**src/rtl/seq_mul_shift_add.sv**
```systemverilog
// -----------------------------------------------------------------------------
// seq_mul_shift_add
//   Multi-cycle shift-and-add multiplier for the MUL/MULHU datapath. One partial
//   product per cycle is folded into the high half of a 2*WIDTH accumulator
//   through a WIDTH-bit ripple adder, then the accumulator shifts right by one.
//   A request accepted at edge N presents its product (o_valid) at edge N+WIDTH.
//
//   Optional build macro:
//     SEQ_MUL_SIGNED_EN - operands are two's complement. Magnitudes are
//                         multiplied and the sign is applied on the final write.
//
// Ports:
//   i_clk     clock, rising edge
//   i_rst_n   asynchronous active-low reset
//   i_start   request valid, operands on i_data_a / i_data_b
//   o_ready   idle, request can be accepted
//   i_data_a  multiplicand   [WIDTH-1:0]
//   i_data_b  multiplier     [WIDTH-1:0]
//   o_data    product {hi,lo} [2*WIDTH-1:0]
//   o_valid   o_data holds a completed product
//   i_ready   consumer accepts o_data
//   o_busy    multiplication in progress
// -----------------------------------------------------------------------------
module seq_mul_shift_add #(
  parameter int WIDTH = 32
) (
  input  logic                 i_clk,
  input  logic                 i_rst_n,
  input  logic                 i_start,
  output logic                 o_ready,
  input  logic [WIDTH-1:0]     i_data_a,
  input  logic [WIDTH-1:0]     i_data_b,
  output logic [2*WIDTH-1:0]   o_data,
  output logic                 o_valid,
  input  logic                 i_ready,
  output logic                 o_busy
);

  localparam int CW = $clog2(WIDTH);

  typedef enum logic [1:0] {
    IDLE = 2'd0,
    CALC = 2'd1,
    DONE = 2'd2
  } state_t;

  state_t             state, state_next;
  logic [2*WIDTH-1:0] acc;
  logic [WIDTH-1:0]   mcand;
  logic [CW-1:0]      count;

  logic [WIDTH-1:0]   addend;
  logic [WIDTH-1:0]   sum;
  logic               carry_out;
  logic [2*WIDTH-1:0] acc_next;
  logic [2*WIDTH-1:0] result;
  logic [WIDTH-1:0]   a_load;
  logic [WIDTH-1:0]   b_load;
  logic               last_step;

  assign last_step = (count == CW'(WIDTH - 1));

  // Ripple adder of full-adder cells: high half of the accumulator plus the
  // gated multiplicand. Bit 0 has no carry-in, so it degenerates to a half adder.
  assign addend = acc[0] ? mcand : '0;

  always_comb begin
    logic c;
    // NOTE: every combinational output gets a value before any branch/loop so
    // no path leaves it unassigned; otherwise a latch is inferred.
    sum = '0;
    c   = 1'b0;
    for (int i = 0; i < WIDTH; i++) begin
      sum[i] = acc[WIDTH + i] ^ addend[i] ^ c;
      c      = (acc[WIDTH + i] & addend[i]) | (c & (acc[WIDTH + i] ^ addend[i]));
    end
    carry_out = c;
  end

  // Carry enters the MSB while the low half shifts out the consumed multiplier bit.
  assign acc_next = {carry_out, sum, acc[WIDTH-1:1]};

`ifdef SEQ_MUL_SIGNED_EN
  logic neg;

  // Magnitudes; the most-negative value maps to 2^(WIDTH-1), which fits unsigned.
  assign a_load = i_data_a[WIDTH-1] ? (~i_data_a + 1'b1) : i_data_a;
  assign b_load = i_data_b[WIDTH-1] ? (~i_data_b + 1'b1) : i_data_b;
  assign result = neg ? (~acc_next + 1'b1) : acc_next;

  always_ff @(posedge i_clk or negedge i_rst_n) begin
    if (!i_rst_n) begin
      neg <= 1'b0;
    end else if (state == IDLE && i_start) begin
      neg <= i_data_a[WIDTH-1] ^ i_data_b[WIDTH-1];
    end
  end
`else
  assign a_load = i_data_a;
  assign b_load = i_data_b;
  assign result = acc_next;
`endif

  // State register
  always_ff @(posedge i_clk or negedge i_rst_n) begin
    if (!i_rst_n) begin
      state <= IDLE;
    end else begin
      // NOTE: sequential state uses non-blocking assignments so every register
      // samples pre-edge values, independent of statement order.
      state <= state_next;
    end
  end

  // Next-state logic
  always_comb begin
    state_next = state;
    case (state)
      IDLE:    if (i_start)   state_next = CALC;
      CALC:    if (last_step) state_next = DONE;
      DONE:    if (i_ready)   state_next = IDLE;
      default:                state_next = IDLE;
    endcase
  end

  // Datapath
  always_ff @(posedge i_clk or negedge i_rst_n) begin
    if (!i_rst_n) begin
      acc    <= '0;
      mcand  <= '0;
      count  <= '0;
      o_data <= '0;
    end else begin
      case (state)
        IDLE: begin
          if (i_start) begin
            mcand <= a_load;
            acc   <= {{WIDTH{1'b0}}, b_load};
            count <= '0;
          end
        end
        CALC: begin
          acc   <= acc_next;
          count <= count + 1'b1;
          if (last_step) o_data <= result;
        end
        default: ;
      endcase
    end
  end

  assign o_ready = (state == IDLE);
  assign o_busy  = (state == CALC);
  assign o_valid = (state == DONE);

endmodule
```
**config.mk**
```make
export PLATFORM = sky130hd
export DESIGN_NAME = seq_mul_shift_add
export DESIGN_NICKNAME = d
export VERILOG_FILES = /design/src/rtl/seq_mul_shift_add.sv
export SDC_FILE = /design/constraint.sdc
export NUM_CORES = 1
export LEC_CHECK = 0
export CAP_MARGIN = 20
export CELL_PAD_IN_SITES_DETAIL_PLACEMENT = 2
export CELL_PAD_IN_SITES_GLOBAL_PLACEMENT = 2
export CORE_MARGIN = 5
export CORE_UTILIZATION = 37
export DETAILED_ROUTE_END_ITERATION = 8
export GPL_ROUTABILITY_DRIVEN = 1
export MAX_ROUTING_LAYER = met4
export PLACE_DENSITY = 0.95
export REMOVE_ABC_BUFFERS = 1
export SLEW_MARGIN = 15
export SYNTH_ARGS = -nofsm -noshare
export SYNTH_HDL_FRONTEND = slang
export SYNTH_SLANG_ARGS = --single-unit
```
**constraint.sdc**
```tcl
create_clock -name i_clk -period 20.4 [get_ports i_clk]
set_input_delay 5.1 -clock i_clk [delete_from_list [all_inputs] [get_ports i_clk]]
set_output_delay 5.1 -clock i_clk [all_outputs]
set_load 0.02 [all_outputs]
```
==> metrics.md <==
| Metric | Value |
|---|---|
| Net load switching power | `0.5981 mW` |
| # DRC | `0` |
| DR vias | `5453` |
| Worst R2R End | `o_data[62]$_DFFE_PN0P_` |
| TNS Setup | `0 ns` |
| Unrepaired setup endpoints after global routing | `no` |
| Gate power share | `0.409` |
| Fin. Hold Viols | `0` |
| CP most frequent cell | `fa_1` |
| Vias in the first global route | `6539` |
| Starting Density | `0.3748` |
| Total grt overflow | `0` |
| Root buffer cell | `clkbuf_16` |
| Slew @ Worst Pin | `0.9529 ns` |
| H-tree lvl count | `4` |
| Crit Path Category | `register to register` |
| Max cap viols | `0` |
| Fmax | `0.06877 GHz` |
| Post-cts repair resize count | `0` |
| Worst Skew | `0.01038 ns` |
| HP Start | `o_data[37]$_DFFE_PN0P_` |
| Flops & latches, synth | `167` |
| Hold depth | `2` |
| Routability cong. | `0.7594` |
| CP Capture Type | `register` |
| Simple-Gate Fraction of Synth Area | `0.08759` |
| Clk sinks | `167` |
| Placed cells | `1027` |
| Crit share post-route | `0.7128` |
| Fraction of synthesized area in multiplexers | `0.1023` |
| Reg-to-reg startpoint | `acc[0]$_DFFE_PN0P_` |
| Relative slew slack | `0.3647` |
| Worst hold endpoint | `o_data[37]$_DFFE_PN0P_` |
| Hold_buf cts | `0` |
| Worst Setup Start Kind | `register` |
| Final non-filler cell total | `1061` |
| Ys Warns | `0` |
| Synth Area in Compound Gates | `0.1245` |
| Die width | `153.2 um` |
| 1st-iter DRT viols | `250` |
| Largest family of logic cells by synthesized area | `compound AO/OA/AOI/OAI gates` |
| Largest net degree at the start of global routing | `99` |
| Maximum fanout along the worst path | `20` |
| Worst path slowest cell | `dfrtp_1` |
| Routed length per instance | `21.23 um` |
| First-pass GRT wire length | `36560 um` |
| R2r worst-path depth | `39` |
| Final setup violation count | `0` |
| Core footprint | `0.02023 mm^2` |
| Clock Latency Late Sink | `0.43 ns` |
| Syn avg cell area | `11.53 um^2` |
| Worst-path clk slew | `0.07 ns` |
| Leakage power | `4.176 nW` |
| Tot GR Track Use | `0.2029` |
| Min-Delay Path Class | `register to register` |
| Share of cells above drive strength 1 | `0.1381` |
| Port Buffer Count | `134` |
| Synth unique cells | `34` |
| NumNets Final | `878` |
| Register area share after synthesis | `0.5510` |
| Area delta synth->final | `28.93%` |
| First-pass iteration count of the detailed router | `4` |
| WHS | `0.4801 ns` |
| Postcts setup bufs | `0` |
| Outcome | `finished clean` |
| CTS tree | `yes` |
| WL final | `22520 um` |
| Finished Core Util | `0.4833` |
| CP arrival | `14.82 ns` |
| Pwr/cell area | `165.3 mW/mm^2` |
| FF-to-FF setup slack | `5.86 ns` |
| Row cnt | `52` |
| CTS Buffer Depth | `2` |
| Post-Synth Adder-Cell Area | `0.08677` |
| Cts bufs inserted | `17` |
| Post-route antenna net violation count | `0` |
| Synthesized netlist cell count | `658` |
| Pint | `1.018 mW` |
| Peak supply drop | `64.42 uV` |
| Die H | `153.2 um` |
| XOR/XNOR Fraction of Synth Area | `0` |
| Critical Path RT | `20.67 ns` |
| Reg power frac | `0.370` |
| Ports | `135` |
| Worst path max stage delay | `0.79 ns` |
| Initial antenna violation count | `1` |
| Min cycle time layout | `14.54 ns` |
| Sw frac | `0.3700` |
| Routed vias/inst | `5.139` |
| Cell Area, Synth | `0.007585 mm^2` |
| Die ar. | `0.02346 mm^2` |
| Final-layout fill cell count | `2021` |
| Clock network power share | `0.221` |
| Max-slew violation count | `0` |
| Post-detail-place hpwl | `15490 um` |
[metrics by stage]
| stage | setup WS (ns) | instance area (um^2) | power [mW] |
|---|---|---|---|
| 2_1_floorplan | 6.681 | 7357 | 0.9664 |
| 3_3_place_gp | 6.416 | 9115 | 1.191 |
| 3_5_place_dp | 5.836 | 9115 | 1.272 |
| 4_1_cts | 5.655 | 9774 | 1.645 |
| 5_1_grt | 5.277 | 9777 | 1.729 |
| 6_report | 5.858 | 9779 | 1.616 |
[worst max path at each step]
stage / endpoint / startpoint
after CTS: o_data[62]$_DFFE_PN0P_ / acc[0]$_DFFE_PN0P_
after global placement: acc[62]$_DFFE_PN0P_ / acc[0]$_DFFE_PN0P_
after detailed placement: o_data[62]$_DFFE_PN0P_ / acc[0]$_DFFE_PN0P_
after floorplan: o_data[62]$_DFFE_PN0P_ / acc[0]$_DFFE_PN0P_
final: o_data[62]$_DFFE_PN0P_ / acc[0]$_DFFE_PN0P_
after global routing: o_data[62]$_DFFE_PN0P_ / acc[0]$_DFFE_PN0P_
[flip-flops by register name, summed over array words and instances, names as in the netlist]
| register | cells |
|---|---|
| acc | 64 |
| o_data | 64 |
| state | 2 |
| mcand | 32 |
| count | 5 |
[power by group through the flow]
stage / Combinational, mW / Clock [mW] / Sequential (mW)
after floorplan: 0.341 / 0 / 0.625
after global placement: 0.605 / 0 / 0.586
after detailed placement: 0.668 / 0 / 0.603
after CTS: 0.679 / 0.365 / 0.601
after global routing: 0.730 / 0.382 / 0.618
final: 0.662 / 0.357 / 0.598
[layout make-up]
cell class	instances	area, um^2	share of cell area
well taps	270	337.8	0.03454
clock buffers	23	498.0	0.05092
repair buffers	144	1418	0.1450
inverters	36	135.1	0.01382
diodes	2	5.005	0.0005118
clock inverters	9	161.4	0.01650
multi-input cells	410	3045	0.3114
flip-flops and latches	167	4179	0.4273
[Yosys cell counts (all sizes together)]
cell type / count / area, um^2
clkbuf: 27 / 101.4
nand2b: 2 / 12.51
o21ai: 66 / 330.3
and2: 4 / 25.02
o21bai: 1 / 7.510
o311ai: 1 / 8.760
a22oi: 31 / 232.7
mux2i: 1 / 10.01
inv: 36 / 135.1
o22ai: 29 / 181.4
and3b: 1 / 8.760
nand2: 97 / 364.1
nor2b: 31 / 201.4
and2b: 2 / 17.52
fa: 31 / 620.6
nand3b: 1 / 7.510
nand3: 2 / 10.01
dfrtp: 167 / 4179
buf: 18 / 126.4
nor2: 3 / 11.26
mux2: 68 / 765.7
and3: 1 / 6.260
o31ai: 2 / 15.01
a21oi: 32 / 160.2
a22o: 1 / 8.760
ha: 3 / 37.54
[layout by cell type (no fill, tap or decap), types with 4 or more instances in the layout]
master	n
a22oi_1	31
dfrtp_1	167
o21ai_0	63
fa_1	31
mux2_1	5
nand2_1	97
buf_4	10
clkbuf_8	5
a21oi_1	32
bufinv_16	4
o22ai_1	29
nor2b_1	30
and2_1	4
mux2_2	63
clkbuf_16	17
clkdlybuf4s50_1	133
inv_1	35
[cells by family (layout without fill, tap and decap cells)]
logic type                 Yosys count  in the layout
other                                0              2
and+or+nand+nor                    144            144
DFF                                167            167
muxes                               69             69
AOI/OAI and AO/OA                  163            163
adders and majority gates           34             34
buffers and inverters               81            212
[routing by layer]
layer	share of wire	GRT usage	up-vias	wire [um]
met5	0	-	-	0
li1	-	-	2468	-
met4	0.021	0.07000	0	479
met1	0.39	0.2299	2874	8886
met2	0.56	0.3689	84	12710
met3	0.020	0.02601	27	448
[critical path, delay by kind of cell, from the launching register on]
family | cells | cell delay, ns
buffers and inverters | 5 | 0.35
AOI/OAI and AO/OA | 1 | 0.11
DFF | 1 | 0.79
and+or+nand+nor | 1 | 0.24
adders and majority gates | 32 | 12.87
(Power assumes the default switching activity.)
==> variant: new RTL, same flow settings <==
The 3 states of `state_t` get a one-hot encoding in 3 bits.
--- a/src/rtl/seq_mul_shift_add.sv
+++ b/src/rtl/seq_mul_shift_add.sv
@@ -39,8 +39,8 @@
   localparam int CW = $clog2(WIDTH);
 
-  typedef enum logic [1:0] {
-    IDLE = 2'd0,
-    CALC = 2'd1,
-    DONE = 2'd2
+  typedef enum logic [2:0] {
+    IDLE = 3'b001,
+    CALC = 3'b010,
+    DONE = 3'b100
   } state_t;
 
Check against the original RTL: no difference found for any inputs over 10 cycles, from zero or initial values and one cycle with i_rst_n low; not proved beyond that.
==> variant against the original RTL <==
  * Utilization is 0.50 points higher
  * Count of clock-buffer cells in the layout fell by 2
  * Power is 25% lower
  * Routed wire length down 8.2%
  * Worst setup slack lost 0.50 ns
  * Clock skew about the same
  * Sequential cell count grew 1
  * Sequential power decreased by 18%
  * Synthesized area shrank 2.5%
  * Cell area down 2.2%
==> variant: results (changes against the original RTL) <==
metric,value,unit,change
status,completed,,
Worst Clk Skew,0.00994,ns,-0.000434 ns
worst-path fanout max,33,,+65%
CTS Buffer Depth,2,,unchanged
Largest regs,"acc (64), o_data (64), mcand (32)",,
most area-consuming cells after synthesis,"dfrtp_1, mux2_2, fa_1",,
clock root buffer master,clkbuf_16,,
DPL Wire Length,14100,microns,-9.0%
hold-fix buffers at CTS,0,,unchanged
clock latency on the worst-skew pair,0.43,ns,about the same
sequential power share,0.406,,+0.036
"Slowest-stage cell, CP",fa_1,,
DRT iter0 DRCs,140,,-44%
Worst Hold End,o_data[38]$_DFFE_PN0P_,,
Ant. Diodes,0,,-2
synthesized area per cell,12.8,sq um,+11%
worst slew pin tran,0.966,ns,+0.0128 ns
CTS H-tree depth,4,,unchanged
reg2reg end,o_data[62]$_DFFE_PN0P_,,
post-CTS sizing,0,,unchanged
fillcell total,1892,,-6.4%
R2R setup slack,5.36,ns,-0.50 ns
PnR Total Power,1.21,mW,-25%
Post-CTS Setup Inserts,0,,unchanged
hold_sp,o_data[38]$_DFFE_PN0P_,,
Worst path max stage delay,0.55,ns,-0.24 ns
Net Sw Frac,0.336,,-0.0344
fin nets,803,,-8.5%
Num CTS Buffers,17,,unchanged
fin cells,979,,-7.7%
Peak supply drop,0.0000585,V,-9.2%
Logic pwr share,0.296,,-0.113
CP arrival,15.32,ns,+0.50 ns
synth warn,0,,unchanged
Tot GR Track Use,0.199,,-0.00370
1st-pass router iterations,4,,unchanged
sequential element share of the synthesized area,0.568,,+0.0174
vias in the first global route,5945,,-9.1%
gpl congestion,0.781,,+2.8%
post-synthesis cell type count,34,,unchanged
initial antenna violation count,0,,-1
via density per instance,5.04,,-1.9%
Crit path max-delay family,adder cells,,
Total Wirelength,20700,microns,-8.2%
HP Class,reg -> reg,,
placed cells,947,,-7.8%
first-pass GRT wire length,33800,microns,-7.4%
pin count of the biggest net entering global routing,95,,-4.0%
Pleak,3.93,nW,-5.9%
IO Port Bufs,134,,unchanged
critical path class,reg -> reg,,
reg2reg start,acc[0]$_DFFE_PN0P_,,
fraction of layout cells with a size suffix above 1,0.151,,+0.0131
top post-synthesis cells by count,"dfrtp_1, nand2_1, mux2_2",,
FF-to-FF path depth,36,,-7.7%
WHS Path Cells,2,,unchanged
-- variant: changes by cell type in the layout (fill, tap and decap cells not counted), sizes merged, moves of 5 or more --
cell | unedited run | this run
inv | 38 | 33
a22oi | 31 | 0
nor2b | 31 | 1
o2bb2ai | 0 | 32
a21oi | 32 | 0
o22ai | 29 | 0
mux2i | 1 | 33
buf | 11 | 6
-- variant: layout make-up --
cell class / count / area, sq um / area share
inverter: 33 / 129 / 0.0135
sequential: 168 / 4210 / 0.440
tap: 265 / 332 / 0.0347
timing repair buffer: 139 / 1380 / 0.144
clock inverter: 11 / 194 / 0.0203
clock buffer: 21 / 460 / 0.0481
multi-input combinational: 342 / 2870 / 0.300
-- variant: cell families after synthesis --
group | after synthesis | synth area share
DFF | 168 | 0.568
xor gates and xnor gates | 1 | 0.00118
buffers and inverters | 70 | 0.0468
AOI/OAI and AO/OA | 101 | 0.0868
and+or+nand+nor | 107 | 0.0605
muxes | 99 | 0.147
adders and majority gates | 34 | 0.0890
-- variant: per-layer routing --
metal / global-route usage / wire length, microns / vias to the layer above
met5: - / 0 / -
met4: 0.0521 / 264 / 0
met3: 0.0395 / 791 / 26
met2: 0.352 / 11300 / 101
met1: 0.232 / 8320 / 2613
li1: - / - / 2198
-- variant: per-stage QoR --
step,hold slack (ns),util,area [sq um],worst slack (ns)
2_1_floorplan,0.456,-,7180,5.98
3_3_place_gp,0.468,0.455,8910,5.88
6_report,0.491,0.488,9570,5.36
3_5_place_dp,0.478,0.455,8910,5.35
4_1_cts,0.497,0.488,9570,5.19
5_1_grt,0.521,0.488,9570,4.81
-- variant: worst reg2reg max path, delay by kind of cell (launching register included) --
family / cells / cell delay (ns)
fa+ha+maj: 32 / 13.86
buf+inv: 2 / 0.41
flops: 1 / 0.33
simple gates: 1 / 0.19
compound gates: 1 / 0.10
